`src/rtl/multi_bitseq_pkg.sv`:
```
// multi_bitseq_pkg: shared play-mode encoding and sizing helpers for the step sequencer
package multi_bitseq_pkg;
  typedef enum logic [1:0] {MODE_FWD = 2'b00, MODE_REV = 2'b01, MODE_PING = 2'b10} mode_e;
  function automatic int step_width(input int depth);
    return $clog2(depth + 1);
  endfunction
  function automatic int clamp_steps(input int s, input int depth);
    return (s == 0 || s > depth) ? depth : s;
  endfunction
endpackage

```
`src/rtl/bitseq_lane.sv`:
```
// bitseq_lane: one pattern lane - step pointer, ping-pong direction, arm flag and trigger pulse stretcher
module bitseq_lane import multi_bitseq_pkg::*; #(
  parameter int DEPTH = 16,
  parameter int PW_W = 8,
  localparam int SW = step_width(DEPTH)
) (
  input  logic clk,
  input  logic rst_n,
  input  logic restart,
  input  logic step,
  input  logic [1:0] mode,
  input  logic [PW_W-1:0] pulse_w,
  input  logic [DEPTH-1:0] pat,
  input  logic [SW-1:0] steps,
  output logic trig,
  output logic [SW-1:0] pos
);
  logic [SW-1:0] s, last, inc, dec, nxt_pos;
  logic [PW_W-1:0] cnt, pw;
  logic [DEPTH-1:0] sh;
  logic [1:0] mode_q;
  logic dir, armed, rev, ping, up, go_up, nxt_dir, fire;
  always_comb begin
    s = SW'(clamp_steps(int'(steps), DEPTH));
    last = s - SW'(1);
    inc = pos + SW'(1);
    dec = pos - SW'(1);
    rev = mode == MODE_REV;
    ping = mode == MODE_PING;
    up = dir | (mode != mode_q);
    go_up = (up && inc < s) || pos == '0;
    nxt_pos = armed ? (rev ? last : '0) :
              rev ? ((pos == '0 || pos >= s) ? last : dec) :
              ping ? ((pos >= s || s == SW'(1)) ? '0 : (go_up ? inc : dec)) :
              (inc >= s ? '0 : inc);
    nxt_dir = (!ping || armed || pos >= s || s == SW'(1)) ? 1'b1 :
              go_up ? (nxt_pos != last) : (nxt_pos == '0);
    sh = pat << nxt_pos;
    fire = sh[DEPTH-1];
    pw = (pulse_w == '0) ? PW_W'(1) : pulse_w;
  end
  // a fire during an active pulse reloads the counter so the trigger stays high
  always_ff @(posedge clk or negedge rst_n)
    if (!rst_n) begin
      pos <= '0;
      dir <= 1'b1;
      armed <= 1'b1;
      cnt <= '0;
      mode_q <= '0;
    end else begin
      mode_q <= mode;
      if (restart) begin
        dir <= 1'b1;
        armed <= 1'b1;
        cnt <= '0;
      end else if (step) begin
        pos <= nxt_pos;
        dir <= nxt_dir;
        armed <= 1'b0;
        cnt <= fire ? pw : cnt - PW_W'(cnt != '0);
      end else begin
        dir <= up;
        cnt <= cnt - PW_W'(cnt != '0);
      end
    end
  assign trig = cnt != '0;
endmodule

```
`src/rtl/multi_bitseq.sv`:
```
// multi_bitseq: shared step-rate divider driving CHANNELS bit-pattern trigger lanes
module multi_bitseq import multi_bitseq_pkg::*; #(
  parameter int CHANNELS = 4,
  parameter int DEPTH = 16,
  parameter int PW_W = 8,
  localparam int SW = step_width(DEPTH)
) (
  input  logic clk,
  input  logic rst_n,
  input  logic ena,
  input  logic restart,
  input  logic [23:0] len,
  input  logic [1:0] mode,
  input  logic [PW_W-1:0] pulse_w,
  input  logic [CHANNELS*DEPTH-1:0] seq,
  input  logic [CHANNELS*SW-1:0] steps,
  output logic [CHANNELS-1:0] trig_out,
  output logic step_tick,
  output logic [CHANNELS*SW-1:0] pos
);
  logic [23:0] cnt, lm1;
  assign lm1 = (len == '0) ? '0 : len - 24'd1;
  // >= rather than == so a shortened period wraps at once
  always_ff @(posedge clk or negedge rst_n)
    if (!rst_n) begin
      cnt <= '0;
      step_tick <= 1'b0;
    end else if (restart) begin
      cnt <= '0;
      step_tick <= 1'b0;
    end else if (ena) begin
      cnt <= (cnt >= lm1) ? '0 : cnt + 24'd1;
      step_tick <= cnt >= lm1;
    end else
      step_tick <= 1'b0;
  for (genvar c = 0; c < CHANNELS; c++) begin : g_lane
    bitseq_lane #(.DEPTH(DEPTH), .PW_W(PW_W)) u_lane (
      .clk(clk),
      .rst_n(rst_n),
      .restart(restart),
      .step(step_tick),
      .mode(mode),
      .pulse_w(pulse_w),
      .pat(seq[c*DEPTH +: DEPTH]),
      .steps(steps[c*SW +: SW]),
      .trig(trig_out[c]),
      .pos(pos[c*SW +: SW])
    );
  end
endmodule

```
`config.mk`:
```
export PLATFORM = sky130hd
export DESIGN_NAME = multi_bitseq
export DESIGN_NICKNAME = d
export VERILOG_FILES = /design/src/rtl/multi_bitseq_pkg.sv /design/src/rtl/bitseq_lane.sv /design/src/rtl/multi_bitseq.sv
export SDC_FILE = /design/constraint.sdc
export NUM_CORES = 1
export LEC_CHECK = 0
export ABC_AREA = 0
export BUFFER_PORTS_ARGS = -buffer_cell sky130_fd_sc_hd__buf_2
export CAP_MARGIN = 25
export CORE_ASPECT_RATIO = 0.9
export CORE_MARGIN = 2
export CORE_UTILIZATION = 35
export CTS_CLUSTER_SIZE = 12
export DETAILED_ROUTE_END_ITERATION = 12
export SLEW_MARGIN = 10
export SYNTH_ARGS = -nofsm -noshare
export SYNTH_HDL_FRONTEND = slang
export SYNTH_SLANG_ARGS = --single-unit
```
`constraint.sdc`:
```
create_clock -name clk -period 10.1 [get_ports clk]
set_input_delay 2.02 -clock clk [delete_from_list [all_inputs] [get_ports clk]]
set_output_delay 2.02 -clock clk [all_outputs]
set_load 0.01 [all_outputs]
```
### Yosys cells after proc, flatten, opt, wreduce, memory -nomap -nowiden

Index checks and enable logic that the tools add are counted.

| word-level totals | value |
|---|---|
| input port bits | 122 |
| bits in latches | 0 |
| memories | 0 |
| memory bits (read-only) | 0 |
| RAM bits | 0 |
| register bits after elaboration | 84 |
| word-level logic and storage cells | 195 |

| operators by class | value |
|---|---|
| reductions and logical operators | 51 |
| equality and inequality tests | 11 |
| divide/modulo/power cells | 0 |
| shift-type cells | 4 |
| add/sub/neg operators | 18 |
| $mul | 0 |
| muxes and demuxes | 73 |
| order comparisons | 17 |
| bitwise logic cells | 5 |

Operators with widths:

| kind | count |
|---|---|
| $mux W5 | 36 |
| $mux W8 | 13 |
| $mux W24 | 4 |
| $shl A16 B5 Y16 | 4 |
| $logic_not A5 Y1 | 12 |
| $ge A5 B5 Y1 | 8 |
| $sub A5 B1 Y5 const B | 8 |
| $reduce_bool A8 Y1 | 4 |
| $sub A8 B1 Y8 | 4 |
| $logic_or A1 B1 Y1 | 25 |
| $add A24 B1 Y24 const B | 1 |
| $ge A24 B24 Y1 | 1 |
| $logic_not A24 Y1 | 1 |
| $sub A24 B1 Y24 const B | 1 |
| $add A5 B1 Y5 const B | 4 |
| $eq A5 B1 Y1 const B | 4 |
| $gt A5 B5 Y1 const B | 4 |
| $lt A5 B5 Y1 | 4 |
| $mux W1 | 20 |
| $ne A5 B5 Y1 | 4 |
| $logic_not A8 Y1 | 1 |
| $logic_and A1 B1 Y1 | 4 |
| $or A1 B1 Y1 | 4 |
| $reduce_bool A2 Y1 | 2 |
| other kinds (6) | 6 |

### Longest topological paths before layout

| depth | value |
|---|---|
| depth in word-level cells | 16 |
| gate-level depth with buffers | 22 |

### Cells and area by module

From an unflattened synthesis, not the netlist that was laid out.

| unflattened totals | value |
|---|---|
| cells, all modules | 1393 |
| area total of the unflattened synthesis | 11408.4 µm² |

Modules (own cells, without submodules):

| module | cells each | times used | area each (µm²) |
|---|---|---|---|
| bitseq_lane | 270 | 4 | 2237.1 |
| multi_bitseq | 313 | 1 | 2459.9 |

### Worst setup path after synthesis

No wires, ideal clock.

| timing path | value |
|---|---|
| path type | input to register |
| start | input len[4] |
| end | register cnt[10] |
| arrival | 6.394 ns |
| data required time | 10.018 ns |
| path slack | 3.624 ns |
| stages on the path | 21 |
| path through | or3_1 nor2_1 nand2_1 nor2_1 nand2_1 nor3_1 nand2_1 nand2b_1 ha_1 a21o_1 a21o_1 a21o_1 a21o_1 a21o_1 a211oi_1 o211ai_1 a21oi_1 clkbuf_1 clkbuf_1 a21oi_1 a31oi_1 |

| on the way | value |
|---|---|
| longest elaborated chain between the ends | 6 |
| elaborated cells between the ends (all ways) | 7 |
| those cells by class | 1 x add/sub; 1 x order compare; 4 x mux; 1 x reduce/logical |

RTL lines:

| item | line | source |
|---|---|---|
| from (decl) | multi_bitseq.sv:12 | `input logic [23:0] len,` |
| $sub A24 B1 Y24 or $logic_not A24 Y1 (tied branches) | multi_bitseq.sv:22 | `assign lm1 = (len == '0) ? '0 : len - 24'd1;` |
| $mux W24 (*) | multi_bitseq.sv:22 |  |
| $ge A24 B24 Y1 (*) | multi_bitseq.sv:32 | `cnt <= (cnt >= lm1) ? '0 : cnt + 24'd1;` |
| $mux W24 (*) | multi_bitseq.sv:32 |  |
| $mux W24 (*) | multi_bitseq.sv:31 | `end else if (ena) begin` |
| $mux W24 (*) | multi_bitseq.sv:28 | `end else if (restart) begin` |
| to (signal assigned) | multi_bitseq.sv:32 |  |
| to (decl) | multi_bitseq.sv:21 | `logic [23:0] cnt, lm1;` |

Mark *: on every way between the ends. The rest lies on a longest branch, timed or not. The select of a mux whose other input is x is not followed.
A chain may end at the register's enable or synchronous reset.

### Worst setup path after layout

| timing path | value |
|---|---|
| start | input len[4] |
| end | register cnt[8] |

Same word-level chain as after synthesis.

==> PnR_summary.wiki <==
{| class="wikitable"
! Metric !! Value
|-
| Drt first pass iters || 6
|-
| Via count of the first global-routing pass || 9036
|-
| RSZ-0062 raised after global routing || no
|-
| Kind of start point of the critical path || primary input
|-
| Data required, critical path || just over 10 ns
|-
| Peak supply drop || slightly above 90 uV
|-
| Number of antenna violations at the first check in global routing || 0
|-
| Fin crit share || between 60% and 70%
|-
| I/O pin count || around 150
|-
| Clock latency of the later-clocked register in the worst-skew pair || 0.36 ns
|-
| Net Sw Frac || about two fifths
|-
| Worst Setup EP || cnt[8]$_DFFE_PN0P_
|-
| EDFF count, synth || 0
|-
| Count of instances resized after the clock tree is built || 0
|-
| Critical path type || in -> reg
|-
| Post-CTS repair timing setup buffer count || 0
|-
| Core region area || roughly 28000 sq um
|-
| Number of register bits inferred by synthesis || 84
|-
| Proportion of layout cells with a drive suffix above 1 || 16.67%
|-
| Remaining max-slew budget at the tightest pin || between 40% and 50%
|-
| Number of distinct library cell variants in the gate-level netlist after synthesis || between 100 and 150
|-
| Clock-pin slew on the worst setup and hold paths || about 0.08 ns
|-
| Count of routing violations after the opening detailed-route iteration || between 800 and 900
|-
| Cell with the largest stage delay on the worst path || sky130_fd_sc_hd__nor3_1
|-
| Fin. max-slew vios || 0
|-
| TritonCTS clock tree || done
|-
| Register area share after synthesis || between 20% and 30%
|-
| Hold Buf Count CTS || 0
|-
| Number of warnings printed during yosys synthesis || 0
|-
| Share of the core filled with cells in the final layout || between 40% and 50%
|-
| Number of setup violations in the final report || 0
|-
| Layout-stage area growth over the synthesis result || 13.77%
|-
| Post-route design area || between 10000 and 15000 sq um
|-
| Leakage power summed over all cells || between 5 and 6 nW
|-
| Die Span Y || around 160 microns
|-
| Hold Path Class || reg -> reg
|-
| Final worst clock skew || approximately 0.010 ns
|-
| TritonCTS buffer count || 9
|-
| CTS Root Buffer Type || sky130_fd_sc_hd__clkbuf_16
|-
| Fin crit period || 6.870 ns
|-
| Mapped Area || ~9800 sq um
|-
| Critical path capture point type || register
|-
| Upper clock frequency limit || approximately 150 MHz
|-
| Maximum number of pins on one net before global-route repair || 77
|-
| Reg-to-reg critical path startpoint || g_lane[1].u_lane.pos[0]$_DFFE_PN0P_
|-
| Final-layout fill cell count || roughly 2900
|-
| Post-detailed-placement half-perimeter wirelength || approximately 22 mm
|-
| Count of clock tree sinks || 84
|-
| Dominant register cell in the synthesized netlist || sky130_fd_sc_hd__dfrtp_1
|-
| Vias per cell || ~5.7
|-
| Detail Route Antenna Nets || 0
|-
| Final number of hold-violating endpoints || 0
|-
| Final wirelength || ~29 mm
|-
| Status || finished, final reports clean
|-
| Port bufs || 146
|-
| Most used cell, CP || sky130_fd_sc_hd__a21o_1
|-
| Deepest clock path buffer count || 2
|-
| Die Outline Area || just under 30000 sq um
|-
| Worst-path fanout max || 45
|-
| Worst path depth || 21
|-
| Design internal power || 0.8320 mW
|-
| Proportion of register bits with asynchronous set or reset after synthesis || 100.0%
|-
| Area of placed instances || ~11000 sq um
|-
| Count of buffering cells on the critical path with inverters included || 2
|-
| Sequential Power Share || 32.6%
|-
| Clock power frac || about a quarter
|-
| Post-detailed-route DRC marker count || 0
|-
| Routed via count || just under 10000
|-
| Final TNS setup || 0 ns
|-
| CP top delay family || simple AND/OR/NAND/NOR gates
|-
| CP Launch Point || len[4]
|-
| Global-route wire length before repair || 46.86 mm
|-
| Syn_nets || between 1000 and 1500
|-
| FF/Latch Area || between 2000 and 2500 sq um
|-
| Critical register-to-register path endpoint || g_lane[1].u_lane.cnt[0]$_DFF_PN0_
|-
| Sw Pwr || roughly 0.52 mW
|-
| Final nets || about 1600
|-
| Mean routed wirelength per cell || between 15 and 20 microns
|-
| Maximum Capacitance Violations || 0
|-
| Worst Reg2Reg Path Length in Cells || 16
|-
| Reg-to-reg setup timing slack || between 5 and 6 ns
|-
| Final weighted congestion of routability-driven global placement || slightly below 1
|-
| Area occupied by multi-input gates || 7302 sq um
|-
| Cell chain of the critical path || buf_2, or3_1, nor2_1, nand2_1, nor2_1, nand2_1, nor3_1, nand2_1, nand2b_1, ha_1, a21o_1, a21o_1, a21o_1, a21o_1, a21o_1, a211oi_1, o211ai_1, a21oi_2, buf_4, o21ai_0, a31oi_1
|-
| Arrival time of data at the critical path endpoint || 7.15 ns
|-
| Combined global-route utilization of all metal layers || between 10% and 20%
|-
| Delay of the slowest cell on the worst path || 0.66 ns
|-
| Combinational share of power || ~43%
|-
| Starting Density || between 30% and 40%
|-
| Global route overflow || 0
|-
| Die boundary width || 180.7 microns
|-
| Maximum level of the CTS H-tree || 3
|-
| Final hold slack || 0.5261 ns
|-
| Number of rows created at floorplan || between 50 and 60
|-
| Pwr dens || between 100 and 150 nW/um^2
|-
| Pin slew with the least headroom to its limit || about 0.87 ns
|-
| Mapped Cells || 1227
|-
| Mean cell area of the mapped netlist || about 8.0 sq um
|-
| Antenna cells || 0
|}
cell usage after synthesis (5+ instances only):
| library cell | number | share of area, % |
|---|---|---|
| sky130_fd_sc_hd__a211o_1 | 6 | 0.53 |
| sky130_fd_sc_hd__xor2_1 | 46 | 4.1 |
| sky130_fd_sc_hd__nor2_1 | 86 | 3.3 |
| sky130_fd_sc_hd__nand2b_1 | 37 | 2.4 |
| sky130_fd_sc_hd__nor3_1 | 35 | 1.8 |
| sky130_fd_sc_hd__o31ai_1 | 6 | 0.46 |
| sky130_fd_sc_hd__mux2i_1 | 57 | 5.8 |
| sky130_fd_sc_hd__or2_2 | 5 | 0.32 |
| sky130_fd_sc_hd__nand3b_1 | 5 | 0.38 |
| sky130_fd_sc_hd__a21boi_0 | 5 | 0.38 |
| sky130_fd_sc_hd__a311o_1 | 5 | 0.51 |
| sky130_fd_sc_hd__a21oi_1 | 74 | 3.8 |
| sky130_fd_sc_hd__ha_1 | 90 | 11 |
| sky130_fd_sc_hd__nand4_1 | 9 | 0.57 |
| sky130_fd_sc_hd__o211ai_1 | 15 | 1.1 |
| sky130_fd_sc_hd__o21a_1 | 9 | 0.69 |
| sky130_fd_sc_hd__a21o_1 | 21 | 1.6 |
| sky130_fd_sc_hd__buf_2 | 10 | 0.51 |
| sky130_fd_sc_hd__a211oi_1 | 15 | 1.1 |
| sky130_fd_sc_hd__nor3b_1 | 6 | 0.46 |
| sky130_fd_sc_hd__and3_1 | 18 | 1.1 |
| sky130_fd_sc_hd__clkbuf_1 | 30 | 1.1 |
| sky130_fd_sc_hd__xnor2_1 | 34 | 3.0 |
| sky130_fd_sc_hd__dfstp_2 | 5 | 1.3 |
| sky130_fd_sc_hd__dfrtp_1 | 79 | 20 |
| sky130_fd_sc_hd__or3_1 | 10 | 0.64 |
| sky130_fd_sc_hd__o221ai_1 | 5 | 0.45 |
| sky130_fd_sc_hd__a31oi_1 | 33 | 2.1 |
| sky130_fd_sc_hd__or4_1 | 6 | 0.46 |
| sky130_fd_sc_hd__o22ai_1 | 13 | 0.83 |
| sky130_fd_sc_hd__nor4_1 | 19 | 1.2 |
| sky130_fd_sc_hd__o21ai_0 | 48 | 2.4 |
| sky130_fd_sc_hd__o21ai_1 | 11 | 0.56 |
| sky130_fd_sc_hd__nand3_1 | 39 | 2.0 |
| sky130_fd_sc_hd__a41oi_1 | 5 | 0.45 |
| sky130_fd_sc_hd__nand2_1 | 137 | 5.2 |
| sky130_fd_sc_hd__mux2_2 | 12 | 1.4 |
| sky130_fd_sc_hd__a22o_1 | 6 | 0.53 |
| sky130_fd_sc_hd__a311oi_1 | 7 | 0.62 |
| sky130_fd_sc_hd__nor2b_1 | 14 | 0.89 |
| sky130_fd_sc_hd__inv_1 | 51 | 1.9 |
metrics by stage:
| step | power [mW] | std cells | setup slack (ns) |
|---|---|---|---|
| after floorplan | 0.8885 | 1227 | 3.624 |
| final | 1.354 | 1710 | 3.230 |
| after CTS | 1.363 | 1708 | 3.081 |
| after global routing | 1.469 | 1710 | 2.741 |
| after detailed placement | 1.017 | 1692 | 2.702 |
| after global placement | 1.008 | 1692 | 2.925 |
flip-flops by register name, indices dropped and copies added (netlist names):
signal	cells
cnt	24
g_lane.u_lane.armed	1
g_lane.u_lane.cnt	32
g_lane.u_lane.dir	4
g_lane.u_lane.mode_q	2
g_lane.u_lane.pos	20
step_tick	1
cells by family after synthesis:
logic type / count (synthesis) / synth area share, %
AO/OA/AOI/OAI: 340 / 23.94
XOR/XNOR: 81 / 7.290
adder cells (fa/ha/maj): 92 / 11.65
buffers and inverters: 103 / 4.440
flip-flops: 84 / 21.44
multiplexers: 76 / 8.206
AND/OR/NAND/NOR: 451 / 23.03
power by group through the flow:
stage                     sequential (mW)  combinational, mW  clock [mW]
after floorplan                     0.436              0.453           0
after global placement              0.446              0.562           0
after detailed placement            0.447              0.570           0
after CTS                           0.442              0.575       0.347
after global routing                0.452              0.655       0.362
final                               0.442              0.575       0.337
worst reg2reg max path, cell delays in order (launching register included):
cell,delay (ns)
sky130_fd_sc_hd__dfrtp_1,0.58
sky130_fd_sc_hd__ha_1,0.26
sky130_fd_sc_hd__nand3_1,0.10
sky130_fd_sc_hd__xor2_1,0.25
sky130_fd_sc_hd__inv_1,0.07
sky130_fd_sc_hd__ha_1,0.35
sky130_fd_sc_hd__and4b_1,0.20
sky130_fd_sc_hd__a211oi_1,0.22
sky130_fd_sc_hd__o221ai_1,0.19
sky130_fd_sc_hd__o22ai_1,0.31
sky130_fd_sc_hd__a21boi_1,0.21
sky130_fd_sc_hd__o32ai_1,0.53
sky130_fd_sc_hd__a21oi_1,0.36
sky130_fd_sc_hd__a311oi_1,0.31
sky130_fd_sc_hd__a211o_1,0.18
sky130_fd_sc_hd__o2111ai_2,0.35
sky130_fd_sc_hd__mux2_2,0.41
placed cells by master (no fill, tap or decap), types with 15 or more instances in the layout:
master	Yosys	final
sky130_fd_sc_hd__nor4_1	19	19
sky130_fd_sc_hd__nand2b_1	37	37
sky130_fd_sc_hd__a31oi_1	33	33
sky130_fd_sc_hd__a211oi_1	15	15
sky130_fd_sc_hd__mux2i_1	57	57
sky130_fd_sc_hd__xnor2_1	34	34
sky130_fd_sc_hd__xor2_1	46	46
sky130_fd_sc_hd__ha_1	90	90
sky130_fd_sc_hd__o21ai_0	48	48
sky130_fd_sc_hd__a21o_1	21	21
sky130_fd_sc_hd__nor3_1	35	35
sky130_fd_sc_hd__and3_1	18	18
sky130_fd_sc_hd__a21oi_1	74	73
sky130_fd_sc_hd__dfrtp_1	79	79
sky130_fd_sc_hd__nand3_1	39	39
sky130_fd_sc_hd__o211ai_1	15	15
sky130_fd_sc_hd__nor2_1	86	86
sky130_fd_sc_hd__buf_2	10	145
sky130_fd_sc_hd__nand2_1	137	137
sky130_fd_sc_hd__inv_1	51	51
worst min-delay path by stage:
stage / cells past startpoint / slack [ns] / startpoint / to
6_report: 2 / 0.53 / g_lane[2].u_lane.dir$_DFF_PN1_ / g_lane[2].u_lane.dir$_DFF_PN1_
5_1_grt: 1 / 0.55 / g_lane[0].u_lane.dir$_DFF_PN1_ / g_lane[0].u_lane.dir$_DFF_PN1_
4_1_cts: 2 / 0.53 / g_lane[2].u_lane.dir$_DFF_PN1_ / g_lane[2].u_lane.dir$_DFF_PN1_
3_5_place_dp: 2 / 0.51 / g_lane[2].u_lane.dir$_DFF_PN1_ / g_lane[2].u_lane.dir$_DFF_PN1_
3_3_place_gp: 1 / 0.51 / g_lane[0].u_lane.dir$_DFF_PN1_ / g_lane[0].u_lane.dir$_DFF_PN1_
2_1_floorplan: 1 / 0.48 / cnt[22]$_DFFE_PN0P_ / cnt[22]$_DFFE_PN0P_
layout make-up:
cell class	instances	area share, %
tap	360	4.026
sequential	84	18.84
inverter	54	1.812
multi-input combinational	1040	65.27
clock inverter	7	0.6374
clock buffer	9	2.013
timing repair buffer	156	7.403
layer usage:
metal	global-route usage (%)	vias to the layer above	share of wire, %
li1	-	4796	-
met1	27.94	4545	48
met2	30.16	347	44
met3	3.367	34	5.8
met4	4.949	0	1.7
met5	0	-	0
Note: power is estimated with default switching activity, not from simulation.
